`src/rtl/rs232_stream_arbiter_if.sv`:
```
// Byte-stream bundle between the CHANNELS sources, the arbiter and the RS232 transmitter.
interface rs232_stream_arbiter_if #(
   parameter int unsigned CHANNELS = 4
);
   logic [8*CHANNELS-1:0] idata;
   logic [CHANNELS-1:0]   ivalid;
   logic [CHANNELS-1:0]   iready;
   logic [7:0]            odata;
   logic                  ovalid;
   logic                  oready;

   // master: byte producers plus transmitter side; slave: the arbiter
   modport master (output idata, output ivalid, input iready,
                   input odata, input ovalid, output oready);
   modport slave  (input idata, input ivalid, output iready,
                   output odata, output ovalid, input oready);
endinterface

```
`src/rtl/rs232_stream_arbiter.sv`:
```
// Round-robin burst arbiter: packs one source's burst behind a {channel,len-1} header byte.
// Optional trailing XOR checksum byte when RS232_STREAM_ARB_CHECKSUM_EN is defined.
module rs232_stream_arbiter #(
   parameter int unsigned CHANNELS  = 4,
   parameter int unsigned MAX_BURST = 16
) (
   input  logic                 clock,
   input  logic                 reset,
   rs232_stream_arbiter_if.slave bus,
   output logic [2:0]           grant,
   output logic                 busy
);
   localparam int unsigned CW = $clog2(MAX_BURST + 1);
   localparam int unsigned IW = (MAX_BURST > 1) ? $clog2(MAX_BURST) : 1;
   localparam int unsigned SW = $clog2(CHANNELS);

`ifdef RS232_STREAM_ARB_CHECKSUM_EN
   typedef enum logic [2:0] {IDLE, COLLECT, HEADER, DRAIN, CHECK} state_t;
`else
   typedef enum logic [1:0] {IDLE, COLLECT, HEADER, DRAIN} state_t;
`endif

   state_t              state_q, state_d;
   logic [2:0]          grant_q, grant_d;
   logic [2:0]          last_q, last_d;
   logic [CW-1:0]       count_q, count_d;
   logic [CW-1:0]       rd_q, rd_d;
   logic [CW-1:0]       exit_cnt;
   logic                col_exit;
   logic [CHANNELS-1:0] iready_q, iready_d;
   logic [7:0]          odata_q, odata_d;
   logic                ovalid_q, ovalid_d;
   logic                busy_q;
   logic [7:0]          buffer [MAX_BURST];
   logic                wr_en;
   logic [7:0]          wr_byte;
   logic                gvalid;
   logic                gready;
   logic [CHANNELS-1:0] grant_onehot;
   logic                sel_found;
   logic [2:0]          sel_idx;
   int                  sel_scan;
`ifdef RS232_STREAM_ARB_CHECKSUM_EN
   logic [7:0]          csum_q, csum_d;
`endif

   assign gvalid       = bus.ivalid[SW'(grant_q)];
   assign gready       = iready_q[SW'(grant_q)];
   assign wr_byte      = bus.idata[8*int'(grant_q) +: 8];
   assign grant_onehot = CHANNELS'(1) << grant_q;

   assign bus.iready = iready_q;
   assign bus.odata  = odata_q;
   assign bus.ovalid = ovalid_q;
   assign grant      = grant_q;
   assign busy       = busy_q;

   // Round-robin pick: first requesting channel after the last granted one.
   always_comb begin
      sel_found = 1'b0;
      sel_idx   = '0;
      sel_scan  = 0;
      for (int k = 1; k <= int'(CHANNELS); k++) begin
         sel_scan = int'(last_q) + k;
         if (sel_scan >= int'(CHANNELS)) sel_scan = sel_scan - int'(CHANNELS);
         if (!sel_found && bus.ivalid[SW'(sel_scan)]) begin
            sel_found = 1'b1;
            sel_idx   = 3'(sel_scan);
         end
      end
   end

   // Next-state and next-output decode; every output is registered from these.
   always_comb begin
      state_d  = state_q;
      grant_d  = grant_q;
      last_d   = last_q;
      count_d  = count_q;
      rd_d     = rd_q;
      iready_d = '0;
      odata_d  = '0;
      ovalid_d = 1'b0;
      wr_en    = 1'b0;
      col_exit = 1'b0;
      exit_cnt = count_q;
`ifdef RS232_STREAM_ARB_CHECKSUM_EN
      csum_d   = csum_q;
`endif
      case (state_q)
         IDLE: begin
            if (sel_found) begin
               grant_d  = sel_idx;
               count_d  = '0;
               iready_d = CHANNELS'(1) << sel_idx;
               state_d  = COLLECT;
            end
         end
         COLLECT: begin
            if (!gvalid) begin
               col_exit = 1'b1;
            end else if (gready) begin
               wr_en   = 1'b1;
               count_d = count_q + CW'(1);
               if (count_d == CW'(MAX_BURST)) begin
                  col_exit = 1'b1;
                  exit_cnt = count_d;
               end else begin
                  iready_d = grant_onehot;
               end
            end
            if (col_exit) begin
               if (exit_cnt == '0) begin
                  last_d  = grant_q;
                  state_d = IDLE;
               end else begin
                  ovalid_d = 1'b1;
                  odata_d  = {grant_q, 5'(exit_cnt - CW'(1))};
`ifdef RS232_STREAM_ARB_CHECKSUM_EN
                  csum_d   = {grant_q, 5'(exit_cnt - CW'(1))};
`endif
                  state_d  = HEADER;
               end
            end
         end
         HEADER: begin
            ovalid_d = 1'b1;
            odata_d  = odata_q;
            if (bus.oready) begin
               rd_d    = '0;
               odata_d = buffer[0];
               state_d = DRAIN;
            end
         end
         DRAIN: begin
            ovalid_d = 1'b1;
            odata_d  = odata_q;
            if (bus.oready) begin
`ifdef RS232_STREAM_ARB_CHECKSUM_EN
               csum_d = csum_q ^ odata_q;
`endif
               if (rd_q == count_q - CW'(1)) begin
`ifdef RS232_STREAM_ARB_CHECKSUM_EN
                  odata_d = csum_q ^ odata_q;
                  state_d = CHECK;
`else
                  ovalid_d = 1'b0;
                  odata_d  = '0;
                  last_d   = grant_q;
                  state_d  = IDLE;
`endif
               end else begin
                  rd_d    = rd_q + CW'(1);
                  odata_d = buffer[IW'(rd_q + CW'(1))];
               end
            end
         end
`ifdef RS232_STREAM_ARB_CHECKSUM_EN
         CHECK: begin
            ovalid_d = 1'b1;
            odata_d  = odata_q;
            if (bus.oready) begin
               ovalid_d = 1'b0;
               odata_d  = '0;
               last_d   = grant_q;
               state_d  = IDLE;
            end
         end
`endif
         default: state_d = IDLE;
      endcase
   end

   always_ff @(posedge clock) begin
      if (reset) begin
         state_q  <= IDLE;
         grant_q  <= '0;
         last_q   <= 3'(CHANNELS - 1);
         count_q  <= '0;
         rd_q     <= '0;
         iready_q <= '0;
         odata_q  <= '0;
         ovalid_q <= 1'b0;
         busy_q   <= 1'b0;
`ifdef RS232_STREAM_ARB_CHECKSUM_EN
         csum_q   <= '0;
`endif
      end else begin
         state_q  <= state_d;
         grant_q  <= grant_d;
         last_q   <= last_d;
         count_q  <= count_d;
         rd_q     <= rd_d;
         iready_q <= iready_d;
         odata_q  <= odata_d;
         ovalid_q <= ovalid_d;
         busy_q   <= (state_d != IDLE);
`ifdef RS232_STREAM_ARB_CHECKSUM_EN
         csum_q   <= csum_d;
`endif
      end
   end

   // Payload storage needs no reset; count gates what is ever read back.
   always_ff @(posedge clock) begin
      if (!reset && wr_en) buffer[IW'(count_q)] <= wr_byte;
   end

endmodule

```
`src/flat_wrapper.sv`:
```
// flat-port wrapper written by rule: the top's interface ports become plain ports
module rs232_stream_arbiter_flat 
#(
   parameter int unsigned CHANNELS  = 4,
   parameter int unsigned MAX_BURST = 16
)
  (clock, reset, grant, busy, bus_idata, bus_ivalid, bus_iready, bus_odata, bus_ovalid, bus_oready);
  rs232_stream_arbiter_if #(.CHANNELS(CHANNELS)) bus_i ();
  input  logic clock;
  input  logic reset;
  output logic [2:0] grant;
  output logic busy;
  input wire logic [$bits(bus_i.idata)-1:0] bus_idata;
  input wire logic [$bits(bus_i.ivalid)-1:0] bus_ivalid;
  output wire logic [$bits(bus_i.iready)-1:0] bus_iready;
  output wire logic [$bits(bus_i.odata)-1:0] bus_odata;
  output wire logic [$bits(bus_i.ovalid)-1:0] bus_ovalid;
  input wire logic [$bits(bus_i.oready)-1:0] bus_oready;
  assign bus_i.idata = bus_idata;
  assign bus_i.ivalid = bus_ivalid;
  assign bus_iready = bus_i.iready;
  assign bus_odata = bus_i.odata;
  assign bus_ovalid = bus_i.ovalid;
  assign bus_i.oready = bus_oready;
  rs232_stream_arbiter #(.CHANNELS(CHANNELS), .MAX_BURST(MAX_BURST)) u_core (.clock(clock), .reset(reset), .bus(bus_i), .grant(grant), .busy(busy));
endmodule
```
`config.mk`:
```
export PLATFORM = sky130hd
export DESIGN_NAME = rs232_stream_arbiter_flat
export DESIGN_NICKNAME = d
export VERILOG_FILES = /design/src/rtl/rs232_stream_arbiter_if.sv /design/src/rtl/rs232_stream_arbiter.sv /design/src/flat_wrapper.sv
export SDC_FILE = /design/constraint.sdc
export NUM_CORES = 1
export LEC_CHECK = 0
export CAP_MARGIN = 15
export CORE_MARGIN = 2
export CORE_UTILIZATION = 53
export DETAILED_ROUTE_END_ITERATION = 10
export GPL_TIMING_DRIVEN = 0
export PLACE_DENSITY = 0.8
export RECOVER_POWER = 50
export SYNTH_ARGS = -nofsm -noshare
export SYNTH_HDL_FRONTEND = slang
export SYNTH_SLANG_ARGS = --single-unit
```
`constraint.sdc`:
```
create_clock -name clock -period 3.33 [get_ports clock]
set_input_delay 0.333 -clock clock [delete_from_list [all_inputs] [get_ports clock]]
set_output_delay 0.333 -clock clock [all_outputs]
set_load 0.02 [all_outputs]
```
==> run summary <==
Iter 0 DRT Violations: 689
First-pass GRT wire length: 28300 um
Initial Utilization: 54.3%
Worst hold margin: 525 ps
Cell variety after synth: 59
GRT overflow: 0
Most numerous cell in the Yosys netlist: edfxtp_1
Worst endpoint required time: 3640 ps
Largest buffer count on any clock path: 2
Root buf cell: clkbuf_16
DIE AREA: 15300 sq um
Share of layout cells above drive strength 1: 18.5%
Status: complete, no violations
Synth-to-Final Area Change: 19.2%
Register bit total from synthesis: 160
Ys flop type: edfxtp_1
Total chip power: 5.21 mW
# DRC: 0
Num CTS Buffers: 17
Synth async-reset ratio: 0%
Syn. warnings: 0
Crit Reg-Reg Endpoint: u_core.busy$_SDFF_PP0_
Drt total wl: 18300 um
Dominant cell type by area after synthesis: edfxtp_1
Total track usage: 25.6%
Synthesized area: 7570 sq um
Nets: 673
Final HPWL from detailed placement: 12500 um
Final cycle utilization of the critical path: 96.7%
Max Clock Skew: 10.2 ps
Cell row count: 43
Minimum clock period: 3220 ps
Number of global-route vias before repair: 5124
Critical path endpoint category: flop
Achievable Freq: 311 MHz
Mapped Avg Cell Area: 14.0 sq um
Syn Inst Count: 540
Syn nets: 587
H-tree Lvls: 4
Synth cell count leaders: edfxtp_1, mux4_2, nand2_1, dfxtp_1, nor2_1
Hold EP: u_core.rd_q[3]$_SDFFE_PP0P_
Via density: 6.25
Fin. Hold Viols: 0
Worst-path clk slew: 60 ps
P_leak: 3.06 nW
WL/cell: 22.4 um
Post-DRT Antenna Nets: 0
Post-synth EDFFs: 128
Crit-path max FO: 7
VDD IR max: 0.000451 V
Buffers on Ports: 55
Number of setup violations in the final report: 0
Die Wd: 124 um
GR Util met1: 32.6%
CTS tree: built
Worst-case reg-to-reg path depth: 11
Gr busiest metal: met2
Register area share after synthesis: 59.2%
CP Data Arrival Time: 3530 ps
Via count: 5122
Grt met2 use: 42.9%
Core box area: 13900 sq um
Die height: 124 um
Synth top area cells: edfxtp_1, mux4_2, dfxtp_1, mux2i_1, a21oi_1
Largest net degree at the start of global routing: 17
Initial antenna violation count: 0
FF-to-FF setup slack: 110 ps
Hold Path Depth: 2
Routability cong.: 0.903
Worst-Margin Slew: 1130 ps
CP startpoint kind: flop
I/O pins: 56
Pre-antenna DRT Iters: 5
Kind of critical path: flop to flop
Worst min path class: flop to flop
Worst hold start: u_core.rd_q[3]$_SDFFE_PP0P_
Max_cap viols: 0
Met3 usage: 4.57%
PD cells: 577 nW/um^2
Worst skew pair latency: 430 ps
Yosys top cell area share: 50.8%
Num Clock Sinks: 160
Ant diodes: 0
Launch point of the worst reg-to-reg path: u_core.grant[0]$_SDFFE_PP0P_
Max-slew headroom: 24.5%
Final Max Tran Viols: 0
## power breakdown
part	total [mW]	internal [mW]	switching, mW	leakage [nW]
Combinational	0.948	0.368	0.579	1.38
Clock	1.88	1.11	0.775	0.273
Sequential	2.38	2.35	0.0359	1.41
## metrics by stage
stage	setup slack, ps	util [%]	std cells	area, sq um	setup TNS [ps]
floorplan	83.6	-	540	7570	0
global placement	-498	59.9	775	8350	-3900
detailed placement	-599	59.9	775	8350	-4630
CTS	9.88	64.3	809	8950	0
global route	-16.7	64.8	819	9030	-48.0
finish	110	64.8	819	9030	0
## registers in the layout, summed over array words and instances, names as in the netlist
| name | count |
|---|---|
| u_core.bus.odata | 8 |
| u_core.bus.ovalid | 1 |
| u_core.bus.iready | 4 |
| u_core.state_q | 2 |
| u_core.grant | 3 |
| u_core.buffer | 128 |
| u_core.count_q | 5 |
| u_core.busy | 1 |
| u_core.rd_q | 5 |
| u_core.last_q | 3 |
## metal layers
layer	part of all wire [%]	vias to the layer above	wire, um
li1	-	2260	-
met1	39	2543	7180
met2	51	271	9290
met3	6.6	48	1210
met4	3.6	0	665
met5	0	-	0
## worst max-delay path by stage
stage,start,endpoint,slack (ps),cells after the start
after floorplan,u_core.grant[1]$_SDFFE_PP0P_,u_core.last_q[2]$_SDFFE_PP0P_,80,12
after global placement,bus_ivalid[2],u_core.last_q[2]$_SDFFE_PP0P_,-500,12
after detailed placement,bus_ivalid[2],u_core.last_q[2]$_SDFFE_PP0P_,-600,12
after CTS,u_core.count_q[1]$_SDFFE_PP0P_,u_core.last_q[2]$_SDFFE_PP0P_,10,11
after global routing,u_core.grant[0]$_SDFFE_PP0P_,u_core.last_q[0]$_SDFFE_PP1P_,-20,13
final,u_core.grant[0]$_SDFFE_PP0P_,u_core.busy$_SDFF_PP0_,110,11
## kinds of logic after synthesis
logic type / count (synthesis) / share of synthesized area, %
xor+xnor: 9 / 1.04
compound gates: 102 / 9.07
flops: 160 / 59.2
buf+inv: 59 / 3.34
mux: 67 / 16.6
fa+ha+maj: 8 / 1.32
simple gates: 135 / 9.37
## critical path, stage by stage, from the launching register on
cell and delay (ps):
dfxtp_1 310, clkbuf_4 170, mux4_2 390, nand2_2 90, nor3b_4 270, mux2i_1 240
ha_2 230, or4b_1 490, nor2b_1 190, o21a_1 290, a21o_1 230, or2_1 220
## cells in the final DEF (no fill, tap or decap), types with 4 or more instances in the layout
cell,netlist,final
nand2b_1,10,10
nor2_1,32,32
nand3_1,16,16
mux2i_1,16,16
ha_1,8,6
dlygate4sd3_1,0,17
a21oi_1,29,29
clkbuf_1,20,28
buf_4,0,7
mux4_2,45,45
clkdlybuf4s50_1,0,38
nand2_1,33,32
a211oi_1,7,7
buf_2,13,12
edfxtp_1,128,128
dfxtp_1,32,32
clkbuf_16,0,17
xnor2_1,6,6
inv_1,24,24
mux2_2,4,4
o211ai_1,8,8
a31o_2,4,4
o21ai_0,14,13
nor2b_1,18,18
a21o_1,4,4
o22ai_1,7,7
nor3_1,5,5
or3_1,4,4
a22oi_1,5,5
## repair_timing
item                       4_1_cts  5_1_grt
hold buffers                     0        0
setup endpoints to repair       10        9
buffers inserted                 4        3
gates resized for setup          2        7
cloned                           0        0
pin swaps                        2        3
## final cells by class
type	instances	area, sq um
fill	960	4910
clock inverter	12	133
tap	180	225
inverter	24	90.1
sequential	160	4480
buffer	33	158
clock buffer	20	437
multi-input combinational	321	2870
timing repair buffer	69	629
No activity file was read; power rests on OpenSTA's default activity.
